==> config.mk <==
export PLATFORM = sky130hd
export DESIGN_NAME = alu_seq_ctrl_flat
export DESIGN_NICKNAME = d
export VERILOG_FILES = /design/src/rtl/alu_seq_pkg.sv /design/src/rtl/alu_seq_ctrl_if.sv /design/src/rtl/reg_onehot_dec.sv /design/src/rtl/alu_seq_ctrl.sv /design/src/flat_wrapper.sv
export SDC_FILE = /design/constraint.sdc
export NUM_CORES = 1
export LEC_CHECK = 0
export ABC_AREA = 1
export BUFFER_PORTS_ARGS = -buffer_cell sky130_fd_sc_hd__buf_2
export CORE_MARGIN = 1
export CORE_UTILIZATION = 42
export DETAILED_ROUTE_END_ITERATION = 12
export PLACE_DENSITY = 0.79
export SYNTH_ARGS = -nofsm -noshare
export SYNTH_HDL_FRONTEND = slang
export SYNTH_HIERARCHICAL = 1
export SYNTH_SLANG_ARGS = --single-unit
==> constraint.sdc <==
create_clock -name clk -period 1.7 [get_ports clk]
set_clock_uncertainty 0.05 [all_clocks]
set_input_delay 0.34 -clock clk [delete_from_list [all_inputs] [get_ports clk]]
set_output_delay 0.34 -clock clk [all_outputs]
set_load 0.02 [all_outputs]
==> src/rtl/alu_seq_pkg.sv <==
// Shared types and helpers for the ALU instruction sequencer.
// Holds the sequencer state enum, default widths and field-slice helpers.
package alu_seq_pkg;

  localparam int DEF_NUM_REGS    = 6;
  localparam int DEF_INSTR_W     = 16;
  localparam int DEF_OP_W        = 4;
  localparam int DEF_FIELD_W     = 6;
  localparam int DEF_ALU_OP_BASE = 9;

  typedef enum logic [3:0] {
    IDLE,
    RD_A,
    LD_A,
    GAP,
    RD_B,
    LD_B,
    LD_IMM,
    EXEC,
    DRIVE,
    WB,
    DONE,
    HOLD
  } state_t;

  // LSB position of the src_a/dst field, which sits directly below the opcode.
  function automatic int src_a_lsb(int instr_w, int op_w, int field_w);
    return instr_w - op_w - field_w;
  endfunction

  // Extract 'width' bits of 'word' starting at bit 'lsb' (zero-extended result).
  function automatic logic [31:0] slice_field(logic [31:0] word, int lsb, int width);
    return (word >> lsb) & ((32'd1 << width) - 32'd1);
  endfunction

endpackage

==> src/rtl/alu_seq_ctrl_if.sv <==
// Handshake and control bus between the ALU sequencer and its environment.
// The imm_en signal exists only when ALU_SEQ_IMM_EN is defined.
interface alu_seq_ctrl_if #(
  parameter int NUM_REGS = alu_seq_pkg::DEF_NUM_REGS,
  parameter int INSTR_W  = alu_seq_pkg::DEF_INSTR_W
);

  logic                start;
  logic [INSTR_W-1:0]  instruction;
  logic                if_active;
  logic                busy;
  logic                done;
  logic                bad_reg;
  logic                pc_inc;
  logic [NUM_REGS-1:0] rx_out;
  logic [NUM_REGS-1:0] rx_in;
  logic                alu_in0;
  logic                alu_in1;
  logic                alu_out_latch;
  logic                alu_out_en;
`ifdef ALU_SEQ_IMM_EN
  logic                imm_en;
`endif

  // Requester side: issues instructions, observes the control strobes.
  modport master (
    output start, instruction, if_active,
`ifdef ALU_SEQ_IMM_EN
    input  imm_en,
`endif
    input  busy, done, bad_reg, pc_inc, rx_out, rx_in,
    input  alu_in0, alu_in1, alu_out_latch, alu_out_en
  );

  // Sequencer side.
  modport slave (
    input  start, instruction, if_active,
`ifdef ALU_SEQ_IMM_EN
    output imm_en,
`endif
    output busy, done, bad_reg, pc_inc, rx_out, rx_in,
    output alu_in0, alu_in1, alu_out_latch, alu_out_en
  );

endinterface

==> src/rtl/reg_onehot_dec.sv <==
// Register index to one-hot enable decoder.
// Index k lights bit NUM_REGS-1-k; indices past the register file give zero
// and raise out_of_range.
module reg_onehot_dec #(
  parameter int NUM_REGS = 6,
  parameter int FIELD_W  = 6
) (
  input  logic [FIELD_W-1:0]  index,
  output logic [NUM_REGS-1:0] onehot,
  output logic                out_of_range
);

  // One extra bit so NUM_REGS == 2**FIELD_W still compares correctly.
  localparam logic [FIELD_W:0] NUM_REGS_W = (FIELD_W+1)'(NUM_REGS);

  generate
    for (genvar gi = 0; gi < NUM_REGS; gi++) begin : g_bit
      assign onehot[NUM_REGS-1-gi] = (index == FIELD_W'(gi));
    end
  endgenerate

  assign out_of_range = ({1'b0, index} >= NUM_REGS_W);

endmodule

==> src/rtl/alu_seq_ctrl.sv <==
// ALU instruction sequencer: captures an ALU-class instruction on start and
// plays out a fixed Moore sequence of register-file / ALU control strobes.
// Instruction fetch activity (if_active) aborts the sequence.
// Optional immediate operand path enabled by defining ALU_SEQ_IMM_EN.
module alu_seq_ctrl
  import alu_seq_pkg::*;
#(
  parameter int NUM_REGS    = DEF_NUM_REGS,
  parameter int INSTR_W     = DEF_INSTR_W,
  parameter int OP_W        = DEF_OP_W,
  parameter int FIELD_W     = DEF_FIELD_W,
  parameter int ALU_OP_BASE = DEF_ALU_OP_BASE
) (
  input logic           clk,
  input logic           rst,
  alu_seq_ctrl_if.slave bus
);

  localparam int          A_LSB  = src_a_lsb(INSTR_W, OP_W, FIELD_W);
  localparam logic [31:0] BASE_U = 32'(ALU_OP_BASE);

  state_t              state_reg, state_next;
  logic [FIELD_W-1:0]  a_reg, b_reg;
  logic                flag_reg;

  logic [OP_W-1:0]     opcode;
  logic [FIELD_W-1:0]  a_in, b_in;
  logic                is_alu, accept, imm_sel;
  logic [NUM_REGS-1:0] oh_a, oh_b, oh_d;
  logic                oor_a, oor_b, oor_d;

  assign opcode = bus.instruction[INSTR_W-1 -: OP_W];
  assign a_in   = FIELD_W'(slice_field(32'(bus.instruction), A_LSB, FIELD_W));
  assign b_in   = FIELD_W'(slice_field(32'(bus.instruction), 0, FIELD_W));
  assign is_alu = (32'(opcode) >= BASE_U);
  assign accept = (state_reg == IDLE) && bus.start && is_alu && !bus.if_active;

`ifdef ALU_SEQ_IMM_EN
  assign imm_sel = b_reg[FIELD_W-1];
`else
  assign imm_sel = 1'b0;
`endif

  reg_onehot_dec #(.NUM_REGS(NUM_REGS), .FIELD_W(FIELD_W)) u_dec_src_a (
    .index(a_reg), .onehot(oh_a), .out_of_range(oor_a)
  );
  reg_onehot_dec #(.NUM_REGS(NUM_REGS), .FIELD_W(FIELD_W)) u_dec_src_b (
    .index(b_reg), .onehot(oh_b), .out_of_range(oor_b)
  );
  // dst shares the src_a field but gets its own decoder for the write-back enable.
  reg_onehot_dec #(.NUM_REGS(NUM_REGS), .FIELD_W(FIELD_W)) u_dec_dst (
    .index(a_reg), .onehot(oh_d), .out_of_range(oor_d)
  );

  // State register and operand capture; operands only change on accept.
  always_ff @(posedge clk or posedge rst) begin
    if (rst) begin
      state_reg <= IDLE;
      a_reg     <= '0;
      b_reg     <= '0;
    end else begin
      state_reg <= state_next;
      if (accept) begin
        a_reg <= a_in;
        b_reg <= b_in;
      end
    end
  end

  // Sticky bad-register flag: cleared on accept, set whenever a decoded index misses.
  always_ff @(posedge clk or posedge rst) begin
    if (rst) begin
      flag_reg <= 1'b0;
    end else if (accept) begin
      flag_reg <= 1'b0;
    end else if ((((state_reg == RD_A) || (state_reg == LD_A)) && oor_a) ||
                 (((state_reg == RD_B) || (state_reg == LD_B)) && oor_b) ||
                 ((state_reg == WB) && oor_d)) begin
      flag_reg <= 1'b1;
    end
  end

  // Next-state logic; fetch activity wins over everything outside IDLE.
  always_comb begin
    state_next = state_reg;
    if ((state_reg != IDLE) && bus.if_active) begin
      state_next = IDLE;
    end else begin
      case (state_reg)
        IDLE:    state_next = accept ? RD_A : IDLE;
        RD_A:    state_next = LD_A;
        LD_A:    state_next = GAP;
        GAP:     state_next = imm_sel ? LD_IMM : RD_B;
        RD_B:    state_next = LD_B;
        LD_B:    state_next = EXEC;
        LD_IMM:  state_next = EXEC;
        EXEC:    state_next = DRIVE;
        DRIVE:   state_next = WB;
        WB:      state_next = DONE;
        DONE:    state_next = HOLD;
        HOLD:    state_next = bus.start ? HOLD : IDLE;
        default: state_next = IDLE;
      endcase
    end
  end

  // Moore output decode from state and captured operands.
  always_comb begin
    bus.busy          = (state_reg != IDLE);
    bus.done          = 1'b0;
    bus.bad_reg       = 1'b0;
    bus.pc_inc        = 1'b0;
    bus.rx_out        = '0;
    bus.rx_in         = '0;
    bus.alu_in0       = 1'b0;
    bus.alu_in1       = 1'b0;
    bus.alu_out_latch = 1'b0;
    bus.alu_out_en    = 1'b0;
`ifdef ALU_SEQ_IMM_EN
    bus.imm_en        = 1'b0;
`endif
    case (state_reg)
      RD_A: begin
        bus.rx_out = oh_a;
        bus.pc_inc = 1'b1;
      end
      LD_A: begin
        bus.rx_out  = oh_a;
        bus.alu_in0 = 1'b1;
      end
      RD_B: bus.rx_out = oh_b;
      LD_B: begin
        bus.rx_out  = oh_b;
        bus.alu_in1 = 1'b1;
      end
      LD_IMM: begin
        bus.alu_in1 = 1'b1;
`ifdef ALU_SEQ_IMM_EN
        bus.imm_en  = 1'b1;
`endif
      end
      EXEC:  bus.alu_out_latch = 1'b1;
      DRIVE: bus.alu_out_en    = 1'b1;
      WB: begin
        bus.alu_out_en = 1'b1;
        bus.rx_in      = oh_d;
      end
      DONE: begin
        bus.done    = 1'b1;
        bus.bad_reg = flag_reg;
      end
      default: ;
    endcase
  end

endmodule

==> src/flat_wrapper.sv <==
// flat-port wrapper written by rule: the top's interface ports become plain ports
module alu_seq_ctrl_flat import alu_seq_pkg::*;
#(
  parameter int NUM_REGS    = DEF_NUM_REGS,
  parameter int INSTR_W     = DEF_INSTR_W,
  parameter int OP_W        = DEF_OP_W,
  parameter int FIELD_W     = DEF_FIELD_W,
  parameter int ALU_OP_BASE = DEF_ALU_OP_BASE
)
  (clk, rst, bus_start, bus_instruction, bus_if_active, bus_busy, bus_done, bus_bad_reg, bus_pc_inc, bus_rx_out, bus_rx_in, bus_alu_in0, bus_alu_in1, bus_alu_out_latch, bus_alu_out_en);
  alu_seq_ctrl_if #(.NUM_REGS(NUM_REGS), .INSTR_W(INSTR_W)) bus_i ();
  input logic clk;
  input logic rst;
  input wire logic [$bits(bus_i.start)-1:0] bus_start;
  input wire logic [$bits(bus_i.instruction)-1:0] bus_instruction;
  input wire logic [$bits(bus_i.if_active)-1:0] bus_if_active;
  output wire logic [$bits(bus_i.busy)-1:0] bus_busy;
  output wire logic [$bits(bus_i.done)-1:0] bus_done;
  output wire logic [$bits(bus_i.bad_reg)-1:0] bus_bad_reg;
  output wire logic [$bits(bus_i.pc_inc)-1:0] bus_pc_inc;
  output wire logic [$bits(bus_i.rx_out)-1:0] bus_rx_out;
  output wire logic [$bits(bus_i.rx_in)-1:0] bus_rx_in;
  output wire logic [$bits(bus_i.alu_in0)-1:0] bus_alu_in0;
  output wire logic [$bits(bus_i.alu_in1)-1:0] bus_alu_in1;
  output wire logic [$bits(bus_i.alu_out_latch)-1:0] bus_alu_out_latch;
  output wire logic [$bits(bus_i.alu_out_en)-1:0] bus_alu_out_en;
  assign bus_i.start = bus_start;
  assign bus_i.instruction = bus_instruction;
  assign bus_i.if_active = bus_if_active;
  assign bus_busy = bus_i.busy;
  assign bus_done = bus_i.done;
  assign bus_bad_reg = bus_i.bad_reg;
  assign bus_pc_inc = bus_i.pc_inc;
  assign bus_rx_out = bus_i.rx_out;
  assign bus_rx_in = bus_i.rx_in;
  assign bus_alu_in0 = bus_i.alu_in0;
  assign bus_alu_in1 = bus_i.alu_in1;
  assign bus_alu_out_latch = bus_i.alu_out_latch;
  assign bus_alu_out_en = bus_i.alu_out_en;
  alu_seq_ctrl #(.NUM_REGS(NUM_REGS), .INSTR_W(INSTR_W), .OP_W(OP_W), .FIELD_W(FIELD_W), .ALU_OP_BASE(ALU_OP_BASE)) u_core (.clk(clk), .rst(rst), .bus(bus_i));
endmodule
==> results.py, run 1 <==
metrics = {
    "outcome": {
        "status": "complete, but fails checks",
        "violations": "setup timing",
    },
    "place": {
        "dp_cells": 310,
        "routabilityCongestion": 0.8322,
        "post-place-ws_ps": 21.21,
        "numPortBuffers": 39,
        "place.detailed.hpwl_mm": 2.318,
        "postPlaceCellArea_sq_um": 1630,
    },
    "logic_synthesis": {
        "ys_seq_area_frac": 0.3038,
        "yosys_most_used_dff": "dfrtp_1",
        "synth_mux_area_frac": 0,
        "yosysMostFrequentCell": "nand2_1",
        "synth.largest_area_cell": "dfrtp_1",
        "synth_xor_area_frac": 0,
        "synthesis.area_sq_um": 1400,
        "yosys.area_share.simple": 0.4736,
        "synth_adder_area_share": 0,
        "syn_area_per_cell_sq_um": 6.141,
        "ys_warn_count": 6,
        "synth_top_family_by_area": "simple AND/OR/NAND/NOR gates",
        "synth_top_area_frac": 0.3038,
        "synth_edf_count": 0,
        "syn_inst": 228,
        "synth.area.top_cells": "dfrtp_1 30%, nand2_1 15%, nor2_1 12%, inv_1 11%, o21ai_0 6.4%",
        "yosysUniqueCellTypes": 21,
        "synth_compound_area_frac": 0.07954,
        "syn_nets": 248,
        "synth.top_cells.by_count": "56 x nand2_1, 45 x nor2_1, 40 x inv_1",
        "synthArstFlopShare": 1.000,
        "synth_seq_cells": 17,
    },
    "pwr": {
        "power_density_nw_per_um2": 1518,
        "p_leak_uw": 0.001037,
        "vdd_drop_max_mv": 0.7062,
    },
    "job": {
        "drv_cap": 0,
    },
    "clock_network": {
        "numCtsBuffers": 3,
        "insertion_delay_ps": 280,
        "clock_path_buffers": 2,
        "cts_root_buf": "clkbuf_4",
        "cts.sink_count": 17,
        "cts_tree": "built",
        "clk_pin_slew_ps": 90,
        "cts_max_level": 1,
    },
    "critical_path": {
        "criticalPathCategory": "reg2out",
        "cp_max_fo": 7,
        "cp.required_ps": 1310,
        "cp-start-kind": "flop",
        "endpoint_kind": "output port",
        "critPathArrivalTime_ps": 1510,
    },
    "route": {
        "wl_mm": 3.842,
        "drt-wirelength-per-cell_um": 11.57,
        "drt_iter0_drc": 132,
        "antenna_left": 0,
        "first_pass_iters": 4,
        "viasPerCell": 4.723,
        "met2WireLength_mm": 2.031,
        "num_vias": 1568,
        "dr.max_layer_used": "met4",
        "drt-met1-wl_mm": 1.555,
        "drc": 0,
        "wl_met3_um": 209,
    },
    "cells_and_area": {
        "antenna_cells": 0,
        "n_fill_cell": 293,
        "final_area_sq_um": 2061,
        "syn_to_final_growth_pct": 47.19,
        "layout.cells.non_filler": 332,
        "ff_latch_area_sq_um": 437.9,
        "nNetsFinal": 309,
        "multi_input_area_sq_um": 915.9,
        "drive_gt1_frac": 0.4549,
    },
    "sta": {
        "setup_ws_ps": -203.8,
        "rsz0062_at_grt": "true",
        "max_slew_margin": 0.5547,
        "post-route-min-period_ps": 1904,
        "fin_crit_sh": 1.120,
        "fmax_mhz": 525.3,
        "setup_viol": 17,
        "tightest_slew_ps": 667.2,
        "slew_violations": 0,
        "hold_viol_final": 0,
    },
    "global_routing": {
        "grt_first_pass_wirelength_mm": 5.526,
        "grt_antenna_before_repair": 0,
        "grt_overflow": 0,
        "grt_max_degree": 18,
        "grt_pass1_vias": 1311,
        "grt_util_all_layers": 0.2047,
    },
    "floorplan": {
        "ios": 40,
        "rows": 20,
        "die_y_um": 59.74,
        "die_width_um": 59.74,
        "core_sq_um": 3103,
        "die-area_sq_um": 3568,
        "start_util": 0.4512,
    },
    "hold_path": {
        "min_path_type": "in2async",
    },
}
metrics by stage:
stage	setup TNS (ps)	hold WS [ps]	power, uW	utilization
final	-1656	85.39	3129	0.6641
after global routing	-3090	121.4	3408	0.6641
after floorplan	0	216.1	1878	-
after global placement	0	403.0	2147	0.5254
after CTS	-1256	99.13	2791	0.5988
after detailed placement	0	418.9	2169	0.5254
final cells by class:
type / instances / area share
well taps: 44 / 0.02672
inverters: 44 / 0.08015
clock buffers: 4 / 0.01275
multi-input cells: 164 / 0.4444
repair buffers: 59 / 0.2234
flip-flops and latches: 17 / 0.2125
cells in the final DEF (no fill, tap or decap), types with 7 or more instances in the layout:
cell	instances
nor2_1	32
nor2_2	15
buf_2	19
o21ai_0	12
buf_4	25
dfrtp_2	10
inv_1	36
nand2_2	14
inv_2	8
nand2_1	50
nand3_1	13
nor2_4	11
dfrtp_1	7
buf_6	14
metal layers:
metal / global-route usage / vias to the layer above
li1: - / 805
met5: 0 / -
met3: 0.02381 / 6
met1: 0.2551 / 702
met2: 0.3667 / 55
met4: 0.06312 / 0
where the power goes:
part	internal (uW)	switching, uW	total, uW	leakage [uW]
Clock	91.1	119	210	0.0000150
Sequential	602	321	923	0.000200
Combinational	819	1180	2000	0.000822
cell families after synthesis:
kind of cell           count (synthesis)
AND/OR/NAND/NOR                      143
buffers and inverters                 47
AO/OA/AOI/OAI                         21
flip-flops                            17
critical path, cell delays in order, from the launching register on:
cell	delay [ps]
dfrtp_2	470
inv_2	110
nor2_4	60
o21ai_4	290
o21ai_1	130
buf_4	170
worst paths after layout:
check	from	end	slack, ps	depth (start not counted)
max in group asynchronous	rst	u_core/state_reg[1]	1050	2
worst max-delay path	u_core/state_reg[1]	bus_rx_out[3]	-200	5
worst min-delay path	rst	u_core/b_reg[3]	90	2
worst min register to register	u_core/b_reg[5]	u_core/b_reg[5]	530	2
worst max register to register	u_core/state_reg[2]	u_core/state_reg[0]	110	8
min in group clk	bus_instruction[1]	u_core/b_reg[1]	200	3
what timing repair did:
| item | in CTS | in global routing |
|---|---|---|
| setup endpoints to repair | 16 | 21 |
| hold endpoints to repair | 0 | 0 |
| buffers inserted | 8 | 10 |
| hold buffers | 0 | 0 |
| gates cloned | 0 | 0 |
| gates resized for setup | 52 | 39 |
| pin swaps | 16 | 25 |
No activity file was read; power rests on OpenSTA's default activity.
==> inputs of run 2 (changes only) <==
--- a/config.mk
+++ b/config.mk
@@ -8,10 +8,10 @@
 export ABC_AREA = 1
 export BUFFER_PORTS_ARGS = -buffer_cell sky130_fd_sc_hd__buf_2
 export CORE_MARGIN = 1
-export CORE_UTILIZATION = 42
+export CORE_UTILIZATION = 45
+export CTS_BUF_LIST = sky130_fd_sc_hd__clkbuf_16
 export DETAILED_ROUTE_END_ITERATION = 12
-export PLACE_DENSITY = 0.79
+export PLACE_DENSITY = 0.86
 export SYNTH_ARGS = -nofsm -noshare
 export SYNTH_HDL_FRONTEND = slang
-export SYNTH_HIERARCHICAL = 1
 export SYNTH_SLANG_ARGS = --single-unit
==> results.py, run 2 <==
metrics = {
    "logic_synthesis": {
        "synth_seq_cells": 17,
        "ys_warn_count": 0,
        "syn_inst": 159,
        "synth.largest_area_cell": "dfrtp_1",
        "synthArstFlopShare": 1.000,
        "syn_area_per_cell_sq_um": 6.980,
        "synth.area.top_cells": "dfrtp_1 38%, nand2_1 14%, inv_1 7.8%, nor2_1 7.8%, nor2_4 5.1%",
        "yosysMostFrequentCell": "nand2_1",
        "ys_seq_area_frac": 0.3833,
        "yosys_most_used_dff": "dfrtp_1",
        "synth_top_area_frac": 0.3833,
        "synthesis.area_sq_um": 1110,
        "synth_edf_count": 0,
        "synth.top_cells.by_count": "40 x nand2_1, 23 x inv_1, 23 x nor2_1",
        "yosysUniqueCellTypes": 20,
        "syn_nets": 179,
    },
    "clock_network": {
        "hold_buffers": 0,
        "cts.sink_count": 17,
        "insertion_delay_ps": 240,
        "clock_path_buffers": 2,
        "numCtsBuffers": 3,
        "cts_tree": "built",
        "cts_max_level": 1,
        "cts_root_buf": "clkbuf_16",
        "clk_pin_slew_ps": 50,
    },
    "global_routing": {
        "grt_first_pass_wirelength_mm": 4.140,
        "grt_overflow": 0,
        "grt_pass1_vias": 1049,
        "grt_util_all_layers": 0.2098,
        "grt_max_degree": 24,
        "grt_antenna_before_repair": 0,
    },
    "place": {
        "numPortBuffers": 39,
        "place.detailed.hpwl_mm": 1.792,
        "postPlaceCellArea_sq_um": 1321,
        "routabilityCongestion": 0.8877,
        "post-place-ws_ps": 69.93,
        "dp_cells": 225,
    },
    "route": {
        "drt-wirelength-per-cell_um": 12.19,
        "viasPerCell": 4.987,
        "drt_iter0_drc": 26,
        "wl_mm": 2.914,
        "first_pass_iters": 4,
        "num_vias": 1192,
        "drc": 0,
        "antenna_left": 0,
    },
    "critical_path": {
        "cp.required_ps": 1310,
        "critical-path-top-delay-family": "simple AND/OR/NAND/NOR gates",
        "critPathArrivalTime_ps": 1470,
        "critPathBufInv": 1,
        "path_cells": "nor3_2, nand2_1, nor2_2, nand3_1, nand2_1, buf_6",
        "crit_path_max_incr_delay_ps": 390,
        "cp_max_fo": 3,
        "cp-start-kind": "flop",
        "critical-path-slowest-cell": "dfrtp_1",
        "criticalPathCategory": "reg2out",
        "endpoint_kind": "output port",
        "worst_path_most_repeated_cell": "nand2_1",
    },
    "sta": {
        "fin_crit_sh": 1.096,
        "slew_violations": 0,
        "tightest_slew_ps": 621.8,
        "hold_viol_final": 0,
        "rsz0062_at_grt": "true",
        "post-route-min-period_ps": 1863,
        "fmax_mhz": 536.8,
        "setup_viol": 12,
        "setup_ws_ps": -163.0,
        "max_slew_margin": 0.5850,
        "final.setup.tns_ps": -1147,
    },
    "cells_and_area": {
        "ff_latch_area_sq_um": 427.9,
        "syn_to_final_growth_pct": 54.45,
        "nNetsFinal": 232,
        "final_util": 0.7532,
        "antenna_cells": 0,
        "layout_common_cells": "36 x nand2_1, 22 x buf_2, 19 x inv_1, 15 x buf_6, 15 x dfrtp_1",
        "n_fill_cell": 166,
        "final_area_sq_um": 1714,
        "multi_input_area_sq_um": 684.4,
        "drive_gt1_frac": 0.4645,
        "layout.cells.non_filler": 239,
        "final_common_cell": "nand2_1",
    },
    "floorplan": {
        "ios": 40,
        "die_width_um": 51.66,
        "start_util": 0.4876,
        "die_y_um": 51.66,
        "core_sq_um": 2276,
        "die-area_sq_um": 2669,
        "rows": 17,
    },
    "outcome": {
        "status": "complete, but fails checks",
        "violations": "setup timing",
    },
    "pwr": {
        "p_switching_uw": 1147,
        "p_seq_frac": 0.308,
        "p_leak_uw": 0.0008747,
        "p_comb_frac": 0.518,
        "power_density_nw_per_um2": 1490,
        "swShare": 0.4492,
        "clkPwrFrac": 0.174,
        "p_int_uw": 1406,
        "vdd_drop_max_mv": 0.9980,
    },
    "hold_path": {
        "min_path_type": "in2async",
    },
    "job": {
        "drv_cap": 0,
    },
}
## run 2: cell types whose count changed after synthesis, moves of 3 or more
cell,delta
o22ai_1,+3
inv_1,-17
nand2_1,-16
o21ai_1,+11
nor2_1,-22
nand2_2,-8
o21ai_0,-13
nor2_2,-9
## run 2: metal layers
metal  vias to the layer above  part of all wire  GRT usage
li1                        604                 -          -
met1                       545              0.41     0.2528
met2                        37              0.53     0.3636
met3                         6             0.035    0.02047
met4                         0             0.020     0.1171
met5                         -                 0          0
## run 2: area by class of cell
cell class	instances	share of cell area
Inverter	27	0.06058
Timing Repair Buffer	51	0.2241
Multi-Input combinational cell	112	0.3993
Clock inverter	1	0.002190
Sequential cell	17	0.2496
Clock buffer	3	0.04380
Tap cell	28	0.02044
## run 2: per-stage QoR
| step | hold slack (ps) | total power, uW |
|---|---|---|
| floorplan | 216.1 | 1459 |
| global placement | 395.5 | 1653 |
| detailed placement | 393.0 | 1678 |
| CTS | 139.6 | 2299 |
| global route | 178.7 | 2714 |
| finish | 121.7 | 2553 |
## run 2: final timing paths
path / slack (ps) / from / depth (start not counted) / endpoint
max in group asynchronous: 1040 / rst / 2 / u_core.state_reg[1]
worst max register to register: 200 / u_core.state_reg[0] / 6 / u_core.a_reg[2]
worst max-delay path: -160 / u_core.b_reg[5] / 6 / bus_rx_out[2]
worst min register to register: 480 / u_core.a_reg[5] / 2 / u_core.a_reg[5]
min in group clk: 250 / bus_instruction[4] / 3 / u_core.b_reg[4]
worst min-delay path: 120 / rst / 2 / u_core.b_reg[4]
## run 2: logic make-up (layout without fill, tap and decap cells)
family	count (synthesis)	after routing	share of synthesized area
compound gates	23	23	0.1094
simple gates	89	89	0.3856
buf+inv	30	82	0.1218
flops	17	17	0.3833
## run 2: power groups by stage
stage	Sequential [uW]	Clock (uW)	Combinational [uW]
final	786	444	1320
after global routing	804	472	1440
after CTS	757	453	1090
after detailed placement	737	0	941
after global placement	731	0	922
after floorplan	707	0	752
## run 2: worst reg2reg max path: stages (launching register included)
cell and delay (ps):
dfrtp_1 420, buf_4 180, nor2_4 140, nand2_4 110, nor2_8 280, nand2_1 110, o21ai_1 110
## run 2: what timing repair did
| item | CTS | global route |
|---|---|---|
| buffers inserted | 3 | 7 |
| endpoints found under the setup margin | 11 | 18 |
| cloned | 0 | 0 |
| gates resized for setup | 43 | 32 |
| pin swaps | 18 | 16 |
==> inputs of run 3 (changes only) <==
--- a/config.mk
+++ b/config.mk
@@ -7,11 +7,12 @@
 export LEC_CHECK = 0
 export ABC_AREA = 1
 export BUFFER_PORTS_ARGS = -buffer_cell sky130_fd_sc_hd__buf_2
-export CORE_MARGIN = 1
+export CORE_MARGIN = 1.5
 export CORE_UTILIZATION = 45
 export CTS_BUF_LIST = sky130_fd_sc_hd__clkbuf_16
 export DETAILED_ROUTE_END_ITERATION = 12
-export PLACE_DENSITY = 0.86
+export PLACE_DENSITY = 0.83
 export SYNTH_ARGS = -nofsm -noshare
 export SYNTH_HDL_FRONTEND = slang
+export SYNTH_HIERARCHICAL = 1
 export SYNTH_SLANG_ARGS = --single-unit
==> results.py, run 3 (synthesis results as in run 1) <==
metrics = {
    "outcome": {
        "status": "complete, but fails checks",
        "violations": "setup timing",
    },
    "critical_path": {
        "cp_max_fo": 7,
        "crit_path_max_incr_delay_ps": 500,
        "cp-start-kind": "flop",
        "critical-path-slowest-cell": "dfrtp_2",
        "cp.required_ps": 1310,
        "endpoint_kind": "output port",
        "critPathArrivalTime_ps": 1450,
        "criticalPathCategory": "reg2out",
        "path_cells": "buf_6, nand2_2, nor2_1, inv_1, o21ai_1, buf_4",
    },
    "sta": {
        "fin_crit_sh": 1.079,
        "setup_viol": 12,
        "post-route-min-period_ps": 1835,
        "hold_viol_final": 0,
        "max_slew_margin": 0.5624,
        "fmax_mhz": 545.0,
        "whs_ps": 131.3,
        "setup_ws_ps": -135.0,
        "rsz0062_at_grt": "true",
        "tightest_slew_ps": 655.7,
        "slew_violations": 0,
    },
    "clock_network": {
        "insertion_delay_ps": 240,
        "clk_pin_slew_ps": 50,
        "cts.sink_count": 17,
        "numCtsBuffers": 3,
        "cts_max_level": 1,
        "cts_tree": "built",
        "hold_buffers": 0,
        "cts_root_buf": "clkbuf_16",
        "clock_path_buffers": 2,
    },
    "global_routing": {
        "grt_overflow": 0,
        "grt_pass1_vias": 1339,
        "grt_util_all_layers": 0.2095,
        "grt_antenna_before_repair": 0,
        "grt_first_pass_wirelength_mm": 5.637,
        "grt_max_degree": 18,
    },
    "job": {
        "drv_cap": 0,
    },
    "pwr": {
        "p_comb_frac": 0.604,
        "p_int_uw": 1771,
        "p_leak_uw": 0.001033,
        "p_switching_uw": 1689,
        "swShare": 0.4882,
        "p_seq_frac": 0.266,
        "vdd_drop_max_mv": 0.8414,
        "clkPwrFrac": 0.131,
        "power_density_nw_per_um2": 1715,
        "total_power_uw": 3461,
    },
    "cells_and_area": {
        "final_area_sq_um": 2018,
        "layout_common_cells": "51 x nand2_1, 38 x nor2_1, 36 x inv_1, 25 x buf_4, 23 x buf_2",
        "nNetsFinal": 309,
        "final_common_cell": "nand2_1",
        "syn_to_final_growth_pct": 44.15,
        "drive_gt1_frac": 0.4201,
        "antenna_cells": 0,
        "final_util": 0.6721,
    },
    "place": {
        "postPlaceCellArea_sq_um": 1632,
        "routabilityCongestion": 0.7979,
        "place.detailed.hpwl_mm": 2.358,
        "numPortBuffers": 39,
        "post-place-ws_ps": 89.36,
    },
    "floorplan": {
        "die_y_um": 58.78,
        "ios": 40,
        "rows": 20,
        "die_width_um": 58.78,
        "die-area_sq_um": 3455,
        "core_sq_um": 3003,
        "start_util": 0.4663,
    },
    "route": {
        "first_pass_iters": 4,
        "drt_iter0_drc": 104,
        "antenna_left": 0,
        "wl_mm": 4.082,
        "drc": 0,
        "viasPerCell": 5.112,
        "drt-wirelength-per-cell_um": 12.72,
        "num_vias": 1641,
    },
    "hold_path": {
        "min_path_type": "in2async",
    },
}
run 3: cell count changes in the layout (fill, tap and decap cells not counted), moves of 3 or more:
cell     change
inv_1       +17
buf_4       +11
nor2_2       +3
dfrtp_2      +7
nand2_1     +15
nand2_4      -3
nand3_1      +4
nor2_1      +27
o21ai_0      +8
nand2_2     +12
dfrtp_1      -7
o21ai_1      -6
buf_6        -5
run 3: path summary, 6_finish.rpt:
check | to | slack (ps) | start | cells after the start
setup / recovery | bus_rx_out[2] | -140 | u_core/a_reg[1] | 6
hold / removal | u_core/b_reg[0] | 130 | rst | 2
setup reg to reg | u_core/a_reg[3] | 170 | u_core/state_reg[3] | 6
hold reg to reg | u_core/b_reg[5] | 510 | u_core/b_reg[5] | 2
max in group asynchronous | u_core/state_reg[0] | 1010 | rst | 2
min in group clk | u_core/b_reg[1] | 250 | bus_instruction[1] | 3
run 3: cell type report:
cell class | count | area, sq um
well taps | 33 | 41.29
multi-input cells | 165 | 873.3
clock inverters | 1 | 3.754
inverters | 44 | 172.7
repair buffers | 58 | 415.4
clock buffers | 3 | 75.07
flip-flops and latches | 17 | 436.7
fillers | 243 | 984.7
run 3: critical path, delay by kind of cell (launching register included):
family,cells,cell delay [ps]
AOI/OAI and AO/OA,1,150
buffers and inverters,3,360
DFF,1,500
and+or+nand+nor,2,200
run 3: power groups by stage:
| stage | registers, uW | logic, uW | clock network, uW |
|---|---|---|---|
| after global placement | 813 | 1360 | 0 |
| final | 919 | 2090 | 453 |
| after detailed placement | 826 | 1390 | 0 |
| after global routing | 948 | 2260 | 483 |
| after CTS | 853 | 1700 | 465 |
| after floorplan | 795 | 1080 | 0 |
run 3: layer usage:
metal  part of all wire  global-route usage  up-vias
li1                   -                   -      803
met1               0.42              0.2732      757
met2               0.51              0.3492       71
met3              0.053             0.02857       10
met4              0.020             0.08442        0
met5                  0                   0        -
run 3: through the flow:
step                      setup TNS, ps  std cells
after floorplan                       0        228
after global placement                0        301
after detailed placement              0        301
after CTS                        -265.8        314
after global routing              -1714        321
final                            -854.5        321
run 3: timing repair:
action | 4_1_cts | 5_1_grt
buffers inserted | 9 | 6
gates resized for setup | 37 | 36
gates cloned | 0 | 1
pin swaps | 10 | 29
hold endpoints to repair | 0 | 0
endpoints found under the setup margin | 16 | 19
